--- config.mk ---
export PLATFORM = sky130hd
export DESIGN_NAME = uart_tx_arbiter
export DESIGN_NICKNAME = d
export VERILOG_FILES = /design/src/rtl/uart_pkg.sv /design/src/rtl/rr_arbiter2.sv /design/src/rtl/uart_tx_arbiter.sv
export SDC_FILE = /design/constraint.sdc
export NUM_CORES = 1
export LEC_CHECK = 0
export CORE_UTILIZATION = 51
export CTS_CLUSTER_DIAMETER = 30
export DETAILED_ROUTE_END_ITERATION = 12
export PLACE_DENSITY = 0.83
export SETUP_SLACK_MARGIN = 0.3
export SYNTH_ARGS = -nofsm -noshare
export SYNTH_HDL_FRONTEND = slang
export SYNTH_SLANG_ARGS = --single-unit
--- constraint.sdc ---
create_clock -name clk -period 3.5 [get_ports clk]
set_input_delay 0.35 -clock clk [delete_from_list [all_inputs] [get_ports clk]]
set_output_delay 0.35 -clock clk [all_outputs]
set_load 0.01 [all_outputs]
--- src/rtl/uart_pkg.sv ---
// Shared UART definitions: FSM state encodings and default sizing used by the
// Tx arbiter and the Rx/Tx FSMs.
package uart_pkg;

    localparam int DATA_W_DEF      = 8;
    localparam int TIMEOUT_CYC_DEF = 8192;
    localparam int CNT_W           = 16;

    typedef enum logic [1:0] {
        ST_IDLE      = 2'b00,
        ST_START     = 2'b01,
        ST_WAIT_DONE = 2'b10
    } state_e;

endpackage

--- src/rtl/rr_arbiter2.sv ---
// Two-way round-robin grant selection; on a tie the requester that did not
// win last time is chosen.
module rr_arbiter2 (
    input  logic valid0,
    input  logic valid1,
    input  logic last_grant,
    output logic grant_valid,
    output logic grant_id
);

    always_comb begin
        grant_valid = valid0 | valid1;
        grant_id    = 1'b0;
        if (valid0 && valid1)
            grant_id = ~last_grant;
        else if (valid1)
            grant_id = 1'b1;
    end

endmodule

--- src/rtl/uart_tx_arbiter.sv ---
// Shares one UART transmitter between two character sources (core, debug
// port); holds ownership until tx_done or a watchdog timeout.
module uart_tx_arbiter
    import uart_pkg::*;
#(
    parameter int DATA_W      = DATA_W_DEF,
    parameter int TIMEOUT_CYC = TIMEOUT_CYC_DEF
) (
    input  logic              clk,
    input  logic              rst,
    input  logic              req0_valid,
    input  logic [DATA_W-1:0] req0_data,
    output logic              req0_ready,
    input  logic              req1_valid,
    input  logic [DATA_W-1:0] req1_data,
    output logic              req1_ready,
    output logic              tx_start,
    output logic [DATA_W-1:0] tx_data,
    input  logic              tx_done,
    output logic              busy,
    output logic              active_id,
    output logic              timeout_err
);

    localparam logic [CNT_W-1:0] TMO_LAST = CNT_W'(TIMEOUT_CYC - 1);

    state_e            r_state;
    state_e            w_state_nxt;
    logic [DATA_W-1:0] r_tx_data;
    logic              r_active_id;
    logic              r_last_grant;
    logic [CNT_W-1:0]  r_cnt;

    logic              w_grant_valid;
    logic              w_grant_id;
    logic              w_accept;
    logic              w_timeout;

    rr_arbiter2 u_arb (
        .valid0      (req0_valid),
        .valid1      (req1_valid),
        .last_grant  (r_last_grant),
        .grant_valid (w_grant_valid),
        .grant_id    (w_grant_id)
    );

    always_comb begin
        w_state_nxt = r_state;
        w_accept    = 1'b0;
        w_timeout   = 1'b0;
        case (r_state)
            ST_IDLE: begin
                if (w_grant_valid) begin
                    w_accept    = 1'b1;
                    w_state_nxt = ST_START;
                end
            end
            ST_START: w_state_nxt = ST_WAIT_DONE;
            ST_WAIT_DONE: begin
                // tx_done takes priority over a watchdog expiry in the same cycle
                if (tx_done) begin
                    w_state_nxt = ST_IDLE;
                end else if (r_cnt == TMO_LAST) begin
                    w_timeout   = 1'b1;
                    w_state_nxt = ST_IDLE;
                end
            end
            default: w_state_nxt = ST_IDLE;
        endcase
    end

    always_ff @(posedge clk or posedge rst) begin
        if (rst) begin
            r_state      <= ST_IDLE;
            r_tx_data    <= '0;
            r_active_id  <= 1'b0;
            r_last_grant <= 1'b1;
            r_cnt        <= '0;
        end else begin
            r_state <= w_state_nxt;
            if (w_accept) begin
                r_tx_data    <= w_grant_id ? req1_data : req0_data;
                r_active_id  <= w_grant_id;
                r_last_grant <= w_grant_id;
                r_cnt        <= '0;
            end else if (r_state == ST_WAIT_DONE && !tx_done) begin
                r_cnt <= r_cnt + 1'b1;
            end
        end
    end

    assign req0_ready  = w_accept && !w_grant_id;
    assign req1_ready  = w_accept &&  w_grant_id;
    assign tx_start    = (r_state == ST_START);
    assign tx_data     = r_tx_data;
    assign busy        = (r_state != ST_IDLE);
    assign active_id   = r_active_id;
    assign timeout_err = w_timeout;

endmodule

==> summary.txt, run 1 <==
Run status
  – Outcome: finished clean

Synth
  – Syn nets: roughly 160
  – Register area share after synthesis: 0.524
  – Post-synthesis area per instance: between 9 and 10 um2
  – Syn Inst Count: 135
  – Synthesized flop and latch total: 28
  – Yosys warning count: 0
  – Cell Area, Synth: 0.00134 mm2
  – Post-synth cell types: 32

Route
  – Wire per inst: 14.6 um
  – Vias per cell: 5.67
  – Vias: approximately 1100
  – First-pass DRT Iterations: 5
  – Wirelength, routed: 2880 um
  – DRC: 0
  – Drt initial violations: 47
  – Antenna Nets Post-Route: 0

STA
  – RSZ-0062 raised after global routing: no
  – Fmax achieved: 356 MHz
  – Clk_skew: 14.1 ps
  – Final setup TNS: 0 ps
  – Slew HR: 0.321
  – Final hold violations: 0
  – Final min period: 2810 ps
  – Fin Hold WS: around 500 ps
  – Worst-Margin Slew: 1020 ps
  – Final-report setup violation count: 0
  – Final period util: 0.802
  – Final Max Tran Viols: 0

Place
  – Placed cells: 194
  – RePlAce Congestion: 0.785
  – IO buf count: 34
  – Placed instance area: 0.00170 mm2
  – Post-DP HPWL: approximately 2100 um

Layout
  – Post-route non-filler standard cell count: slightly below 200
  – Diode count: 0
  – Number of nets in the layout: roughly 190
  – Commonest non-fill, non-tap cell in the layout: clkdlybuf4s50_1
  – Final Cell Area: 0.00173 mm2
  – Fill cells: roughly 190
  – Layout cells sized above 1: 0.0476
  – Commonest cells after routing, fill and taps aside: 34 x clkdlybuf4s50_1, 27 x dfrtp_1, 14 x nor2_1
  – Area grow syn2layout: 28.9%

Global route
  – M2 GR Usage: 0.375
  – Total track usage: 0.232
  – Via count of the first global-routing pass: 1117
  – Met3 Track Usage GR: 0.0517
  – Met1 GRT Util: 0.295
  – Initial antenna violation count: 0
  – Total grt overflow: 0
  – Largest net degree at the start of global routing: 29
  – Global routing's busiest layer: met2
  – Global-route wire length before repair: about 4700 um

Job
  – Max_cap viols: 0

CTS
  – CTS Hold Buffers Added: 0
  – Worst-skew pair later-pin latency: 330 ps
  – CTS Buf Count: 3
  – CTS root buf: clkbuf_4
  – Clock Sinks: 28
  – Postcts setup bufs: 0
  – Htree depth: 1
  – TritonCTS clock tree: done
  – Worst-path clk slew: 140 ps
  – Resized Gates After CTS: 0
  – Maximum clock path buffer count: 2

Power and ir drop
  – VDD IR max: 449 uV
  – Pleak: 0.000770 uW
  – PwrDens: 601 mW/mm2

Worst setup path
  – Worst path arrival time: 2460 ps
  – Setup CP Type: reg2out
  – Startpoint Class: flip-flop
  – Worst setup EP type: output port
  – Data required, critical path: 3150 ps
  – Peak fanout along the critical path: 5

Floorplan
  – CORE AREA: 0.00248 mm2
  – Initial Utilization: 0.541
  – I/O pins: 35
  – Die Y: roughly 53 um
  – Die Width: 53.3 um
  – Rows: 18
  – Die area: 0.00284 mm2

Min path
  – Worst hold path class: reg2reg
where the power goes:
part | total (uW) | switching, uW | internal (uW) | leakage [uW]
registers | 457 | 53.8 | 403 | 0.000369
logic | 441 | 214 | 227 | 0.000385
clock network | 141 | 96.5 | 44.7 | 0.0000150
per-layer routing:
metal | routed length (um) | up-vias
li1 | - | 541
met1 | 1300 | 535
met2 | 1380 | 45
met3 | 186 | 2
met4 | 20 | 0
met5 | 0 | -
synthesized netlist by cell type (all sizes together):
| cell type | instances | area share |
|---|---|---|
| buf | 1 | 0.0028 |
| inv | 13 | 0.036 |
| nand2 | 10 | 0.028 |
| and3 | 2 | 0.0093 |
| mux2i | 2 | 0.015 |
| a222oi | 8 | 0.060 |
| o21ai | 2 | 0.0075 |
| dfrtp | 27 | 0.50 |
| dfstp | 1 | 0.020 |
| nand3 | 6 | 0.022 |
| and2b | 1 | 0.0056 |
| nor4 | 2 | 0.0093 |
| o31ai | 2 | 0.011 |
| nand4 | 4 | 0.023 |
| nor3 | 5 | 0.019 |
| and2 | 2 | 0.0093 |
| a21oi | 4 | 0.015 |
| ha | 1 | 0.0093 |
| or3 | 1 | 0.0056 |
| or4 | 3 | 0.017 |
| a21o | 2 | 0.011 |
| xor2 | 2 | 0.013 |
| clkbuf | 5 | 0.015 |
| nand2b | 3 | 0.014 |
| or2 | 1 | 0.0047 |
| o21bai | 1 | 0.0056 |
| nor3b | 1 | 0.0093 |
| or3b | 1 | 0.0065 |
| nor2 | 14 | 0.039 |
| xnor2 | 8 | 0.052 |
flip-flops by register name, indices dropped and copies added (netlist names):
register and count:
r_cnt 16, r_state 2, active_id 1, tx_data 8, r_last_grant 1
stage by stage:
step / utilization / power (uW) / setup slack [ps]
global route: 0.697 / 1100 / 524
finish: 0.697 / 1040 / 691
detailed placement: 0.687 / 903 / 1060
CTS: 0.697 / 1040 / 675
floorplan: - / 682 / 1650
global placement: 0.687 / 886 / 1100
worst max-delay path, stage by stage (launching register included):
cell and delay [ps]:
dfrtp_1 430, ha_1 180, nand3_1 160, or4_1 490
nor3_1 200, and2_1 150, clkdlybuf4s50_1 520
cell type report:
| cell class | count | area [um2] | share of cell area |
|---|---|---|---|
| tap | 30 | 37.5 | 0.0217 |
| multi-input combinational | 88 | 566 | 0.327 |
| clock buffer | 4 | 26.3 | 0.0152 |
| timing repair buffer | 35 | 348 | 0.201 |
| sequential | 28 | 702 | 0.406 |
| inverter | 13 | 48.8 | 0.0282 |
worst paths after layout:
check,start,endpoint,slack (ps),cells after the start
min in group asynchronous,rst,r_cnt[10],540,2
max,r_cnt[0],timeout_err,690,6
max reg2reg,r_state[0],r_cnt[15],1620,4
min,active_id,active_id,500,1
min reg2reg,active_id,active_id,500,1
max in group asynchronous,rst,r_cnt[2],2330,2
kinds of logic (layout without fill, tap and decap cells):
family | after synthesis | in the layout | share of synthesized area
xor gates and xnor gates | 10 | 10 | 0.0654
AOI/OAI and AO/OA | 19 | 19 | 0.110
buffers and inverters | 19 | 52 | 0.0541
DFF | 28 | 28 | 0.524
muxes | 2 | 2 | 0.0149
adders and majority gates | 1 | 1 | 0.00934
and+or+nand+nor | 56 | 56 | 0.222
(Power assumes the default switching activity.)
==> run 2, diff against run 1 <==
- CORE_UTILIZATION: 51 -> 43
- PLACE_DENSITY: 0.83 -> 0.75
- clock period: 3.5 -> 2.3 ns (I/O delays scaled with it)
==> summary.txt, run 2 (synthesis results as in run 1) <==
Layout
  – Commonest non-fill, non-tap cell in the layout: clkdlybuf4s50_1
  – Commonest cells after routing, fill and taps aside: 32 x clkdlybuf4s50_1, 26 x dfrtp_1, 13 x inv_1, 13 x nor2_1, 13 x buf_4
  – Fill cells: 241 (+30%)
  – Number of nets in the layout: 203 (+6.3%)
  – Area of the multi-input gates: 591 um2 (+4.4%)
  – FF/Latch Area: 703 um2 (+0.18%)
  – Layout cells sized above 1: 0.156 (+0.108)
  – Largest register by flop count: r_cnt
  – Area grow syn2layout: 38.3%
  – Diode count: 0 (unchanged)
  – Number of flip-flops in the largest register: 16 (unchanged)

Place
  – IO buf count: 34 (unchanged)
  – Post-DP HPWL: 2170 um (+4.3%)
  – RePlAce Congestion: 0.812 (+3.4%)

Floorplan
  – Die Y: 57.8 um (+8.6%)
  – I/O pins: 35 (unchanged)
  – Initial Utilization: 0.470 (-0.0712)
  – CORE AREA: 0.00285 mm2 (+15%)
  – Die area: 0.00334 mm2 (+18%)
  – Die Width: 57.8 um (+8.6%)
  – Rows: 19 (+1)

Global route
  – Global-route wire length before repair: 5380 um (+14%)
  – Total grt overflow: 0 (unchanged)
  – Largest net degree at the start of global routing: 29 (unchanged)
  – Via count of the first global-routing pass: 1292 (+16%)
  – Total track usage: 0.208 (-0.0234)
  – Initial antenna violation count: 0 (unchanged)

Route
  – Antenna Nets Post-Route: 0 (unchanged)
  – Wire per inst: 14.4 um (-1.4%)
  – Vias: 1170 (+4.2%)
  – First-pass DRT Iterations: 8 (+3)
  – Vias per cell: 5.55 (-2.2%)
  – Drt initial violations: 50 (+6.4%)
  – DRC: 1 (+1)
  – Wirelength, routed: 3030 um (+5.0%)

CTS
  – TritonCTS clock tree: done
  – Htree depth: 1 (unchanged)
  – CTS root buf: clkbuf_4
  – Worst-path clk slew: 150 ps (about the same)
  – Maximum clock path buffer count: 2 (unchanged)
  – Worst-skew pair later-pin latency: 320 ps (about the same)
  – CTS Buf Count: 3 (unchanged)
  – CTS Hold Buffers Added: 0 (unchanged)
  – Clock Sinks: 28 (unchanged)

Worst setup path
  – Worst setup EP type: output port
  – Worst path arrival time: 1820 ps (-640 ps)
  – Peak fanout along the critical path: 2 (-3)
  – FF-to-FF setup slack: 540 ps (-1080 ps)
  – Startpoint Class: flip-flop
  – Data required, critical path: 2070 ps (-1080 ps)
  – Critical R2R Capture: r_cnt[13]
  – Setup CP Type: reg2out
  – R2R Path Start: r_cnt[0]
  – Reg2Reg Depth: 6 (+2)

STA
  – Final setup TNS: 0 ps (unchanged)
  – Clk_skew: 8.18 ps (-5.90 ps)
  – Slew HR: 0.697 (+0.376)
  – Worst-Margin Slew: 453 ps (-563 ps)
  – Final hold violations: 0 (unchanged)
  – Fmax achieved: about 490 MHz
  – Final-report setup violation count: 0 (unchanged)
  – Final Max Tran Viols: 0 (unchanged)
  – RSZ-0062 raised after global routing: yes
  – Final min period: roughly 2000 ps
  – Final period util: 0.890

Run status
  – Outcome: complete, but fails checks
  – Failing checks: DRC

Power and ir drop
  – Pleak: 0.000852 uW (+11%)
  – PwrDens: 900 mW/mm2 (+50%)
  – VDD IR max: 644 uV (+43%)
  – Total power: 1670 uW (+61%)

Min path
  – Worst hold path class: in2async

Job
  – Max_cap viols: 0 (unchanged)
[run 2: cell count changes in the layout (fill, tap and decap cells not counted), sizes merged]
cell           previous run  this run
dlymetal6s2s              0         1
clkdlybuf4s50            34        32
buf                       1        14
[run 2: stage by stage]
step | worst slack [ps] | cells | cell area (um2) | hold slack, ps | utilization
2_1_floorplan | 575 | 135 | 1340 | 295 | -
3_3_place_gp | 127 | 200 | 1740 | 460 | 0.610
3_5_place_dp | 60.5 | 200 | 1740 | 482 | 0.610
4_1_cts | 203 | 208 | 1820 | 248 | 0.637
5_1_grt | 174 | 211 | 1850 | 302 | 0.650
6_report | 253 | 211 | 1850 | 244 | 0.650
[run 2: final cells by class]
| class | instances | share of cell area |
|---|---|---|
| clock buffers | 4 | 0.0196 |
| flip-flops and latches | 28 | 0.379 |
| multi-input cells | 88 | 0.319 |
| repair buffers | 47 | 0.235 |
| well taps | 31 | 0.0209 |
| inverters | 13 | 0.0263 |
[run 2: worst max-delay path by stage]
| stage | start | to | cells past startpoint |
|---|---|---|---|
| floorplan | r_cnt[0] | timeout_err | 5 |
| global placement | r_cnt[0] | timeout_err | 6 |
| global route | r_cnt[0] | timeout_err | 6 |
| detailed placement | r_cnt[0] | timeout_err | 6 |
| CTS | r_cnt[0] | timeout_err | 6 |
| finish | r_cnt[0] | timeout_err | 6 |
[run 2: report_power, final]
group          switching [uW]  leakage, uW  total [uW]  internal (uW)
clock network             140    0.0000210         237           96.8
logic                     345     0.000463         739            394
registers                79.8     0.000368         693            613
total                     565     0.000852        1670           1100
[run 2: repair_timing]
action | in CTS | in global routing
endpoints found under the setup margin | 3 | 3
buffers inserted | 4 | 3
pin swaps | 4 | 2
resized for setup | 8 | 4
[run 2: layer usage]
layer | vias to the layer above | track usage | share of wire
met2 | 42 | 0.373 | 0.52
met4 | 0 | 0.0952 | 0.0063
li1 | 563 | - | -
met3 | 2 | 0.0469 | 0.077
met5 | - | 0 | 0
met1 | 563 | 0.235 | 0.39
[run 2: worst max-delay path: stages, from the launching register on]
cell     delay, ps
dfrtp_1        390
ha_2           190
nand3_2         80
or4_4          440
nor3_4         140
and2_1         140
buf_2          120
==> run 3, diff against run 2 <==
- CORE_UTILIZATION: 43 -> 45
- CTS_BUF_LIST: not set -> sky130_fd_sc_hd__clkbuf_2 sky130_fd_sc_hd__clkbuf_4 sky130_fd_sc_hd__clkbuf_8
- PLACE_DENSITY: 0.75 -> 0.78
==> summary.txt, run 3 (synthesis results as in run 1) <==
Run status
  – Outcome: finished clean

CTS
  – CTS root buf: clkbuf_4
  – CTS Hold Buffers Added: 0 (unchanged)
  – Worst-skew pair later-pin latency: 320 ps (about the same)
  – Htree depth: 1 (unchanged)
  – TritonCTS clock tree: done
  – Maximum clock path buffer count: 2 (unchanged)
  – Clock Sinks: 28 (unchanged)
  – CTS Buf Count: 3 (unchanged)
  – Worst-path clk slew: 150 ps (about the same)

Floorplan
  – Rows: 19 (unchanged)
  – Initial Utilization: 0.482 (+0.0120)
  – CORE AREA: 0.00278 mm2 (-2.5%)
  – Die Width: 56.6 um (-2.2%)
  – Die area: 0.00320 mm2 (-4.3%)
  – I/O pins: 35 (unchanged)
  – Die Y: 56.6 um (-2.2%)

Route
  – DRC: 0 (-1)
  – Vias: 1163 (-0.60%)
  – Vias per cell: 5.59 (+0.84%)
  – Met1 Wirelength: 1240 um (+4.1%)
  – Wirelength, routed: 2890 um (-4.6%)
  – Uppermost layer routed: met4
  – WL met2: 1460 um (-7.8%)
  – Antenna Nets Post-Route: 0 (unchanged)
  – Wire per inst: 13.9 um (-3.2%)
  – Drt initial violations: 52 (+4.0%)
  – Met3 WL: 175 um (-25%)
  – First-pass DRT Iterations: 7 (-1)

Worst setup path
  – Crit-path leading delay family: simple AND/OR/NAND/NOR gates
  – CP Depth: 6 (unchanged)
  – Worst path max stage delay: 420 ps (-20 ps)
  – Peak fanout along the critical path: 2 (unchanged)
  – Worst setup EP type: output port
  – Slowest CP cell: or4_4
  – Number of buffers and inverters on the critical path: 1 (unchanged)
  – Setup CP Type: reg2out
  – Data required, critical path: 2070 ps (about the same)
  – Worst path cell trace: ha_2, nand3_2, or4_4, nor3_2, and2_1, buf_2
  – Startpoint Class: flip-flop
  – Reg2Reg Depth: 4 (-2)
  – Worst path arrival time: 1800 ps (-20 ps)

STA
  – Final period util: 0.883 (-0.00712)
  – Final-report setup violation count: 0 (unchanged)
  – Clk_skew: 2.68 ps (-5.50 ps)
  – Final Max Tran Viols: 0 (unchanged)
  – Final setup TNS: 0 ps (unchanged)
  – Worst-Margin Slew: 433 ps (-20.5 ps)
  – RSZ-0062 raised after global routing: yes
  – Slew HR: 0.711 (+0.0137)
  – Final min period: 2030 ps (-16.4 ps)
  – Fmax achieved: 492 MHz (+0.81%)
  – Final hold violations: 0 (unchanged)

Layout
  – Diode count: 0 (unchanged)
  – Commonest cells after routing, fill and taps aside: 31 x clkdlybuf4s50_1, 27 x dfrtp_1, 13 x inv_1, 13 x nor2_1
  – Area of the multi-input gates: 594 um2 (+0.64%)
  – Number of flip-flops in the largest register: 16 (unchanged)
  – Area grow syn2layout: 38.2% (about the same)
  – Largest register by flop count: r_cnt
  – Commonest non-fill, non-tap cell in the layout: clkdlybuf4s50_1
  – Layout cells sized above 1: 0.141 (-0.0143)
  – Fill cells: 214 (-11%)
  – Number of nets in the layout: 200 (-1.5%)
  – FF/Latch Area: 702 um2 (-0.18%)
  – Post-route non-filler standard cell count: 208 (-1.4%)

Place
  – IO buf count: 34 (unchanged)
  – RePlAce Congestion: 0.794 (-2.2%)
  – Post-DP HPWL: 2120 um (-2.5%)
  – Placed cells: 200 (unchanged)

Power and ir drop
  – PwrDens: 948 mW/mm2 (+5.3%)
  – VDD IR max: 683 uV (+5.9%)
  – Pleak: 0.000861 uW (+1.1%)

Min path
  – Worst hold path class: in2async

Global route
  – Global-route wire length before repair: 5000 um (-6.9%)
  – Initial antenna violation count: 0 (unchanged)
  – Largest net degree at the start of global routing: 29 (unchanged)
  – Via count of the first global-routing pass: 1166 (-9.8%)
  – Total track usage: 0.199 (-0.00916)
  – Total grt overflow: 0 (unchanged)

Job
  – Max_cap viols: 0 (unchanged)
## run 3: changes by cell type in the layout (fill, tap and decap cells not counted)
cell,delta
and3_1,-1
and3_4,+1
buf_4,-3
bufinv_16,+1
clkbuf_8,-1
clkdlybuf4s50_1,-1
dfrtp_1,+1
dfrtp_2,-1
dlymetal6s2s_1,+1
nor2_2,-1
nor2_4,+1
nor3_2,+1
nor3_4,-1
## run 3: final cells by class
type | instances | area share
clock inverter | 1 | 0.0162
inverter | 13 | 0.0264
sequential | 28 | 0.379
multi-input combinational | 88 | 0.321
clock buffer | 3 | 0.0122
timing repair buffer | 44 | 0.224
tap | 31 | 0.0209
## run 3: stage by stage
stage	utilization	worst slack (ps)	instance area [um2]	hold WS, ps	total power, uW
2_1_floorplan	-	575	1340	295	1040
3_3_place_gp	0.626	107	1740	468	1380
3_5_place_dp	0.626	70.4	1740	472	1400
4_1_cts	0.657	183	1830	241	1760
5_1_grt	0.666	174	1850	317	1870
6_report	0.666	269	1850	237	1760
## run 3: metal layers
| layer | global-route usage | up-vias |
|---|---|---|
| li1 | - | 557 |
| met1 | 0.240 | 557 |
| met5 | 0 | - |
| met2 | 0.338 | 45 |
| met4 | 0.0767 | 0 |
| met3 | 0.0530 | 4 |
## run 3: what timing repair did
| item | in CTS | in global routing |
|---|---|---|
| gates resized for setup | 10 | 3 |
| pin swaps | 3 | 2 |
| setup buffers | 2 | 2 |
| endpoints found under the setup margin | 3 | 3 |
## run 3: worst paths after layout
| kind | to | from | slack, ps |
|---|---|---|---|
| setup / recovery | timeout_err | r_cnt[0] | 270 |
| hold / removal | tx_data[3] | rst | 240 |
| setup reg to reg | r_cnt[13] | r_state[0] | 520 |
| hold reg to reg | active_id | active_id | 500 |
| max in group asynchronous | r_last_grant | rst | 1760 |
| min in group clk | tx_data[7] | req0_data[7] | 490 |
## run 3: power breakdown
part           switching, uW  internal (uW)
logic                    346            396
clock network            142            176
registers               80.9            613
## run 3: worst reg2reg max path, stage by stage (launching register included)
cell	delay (ps)
dfrtp_1	460
nor3b_2	270
nand4_1	250
or4_1	560
a21oi_1	170
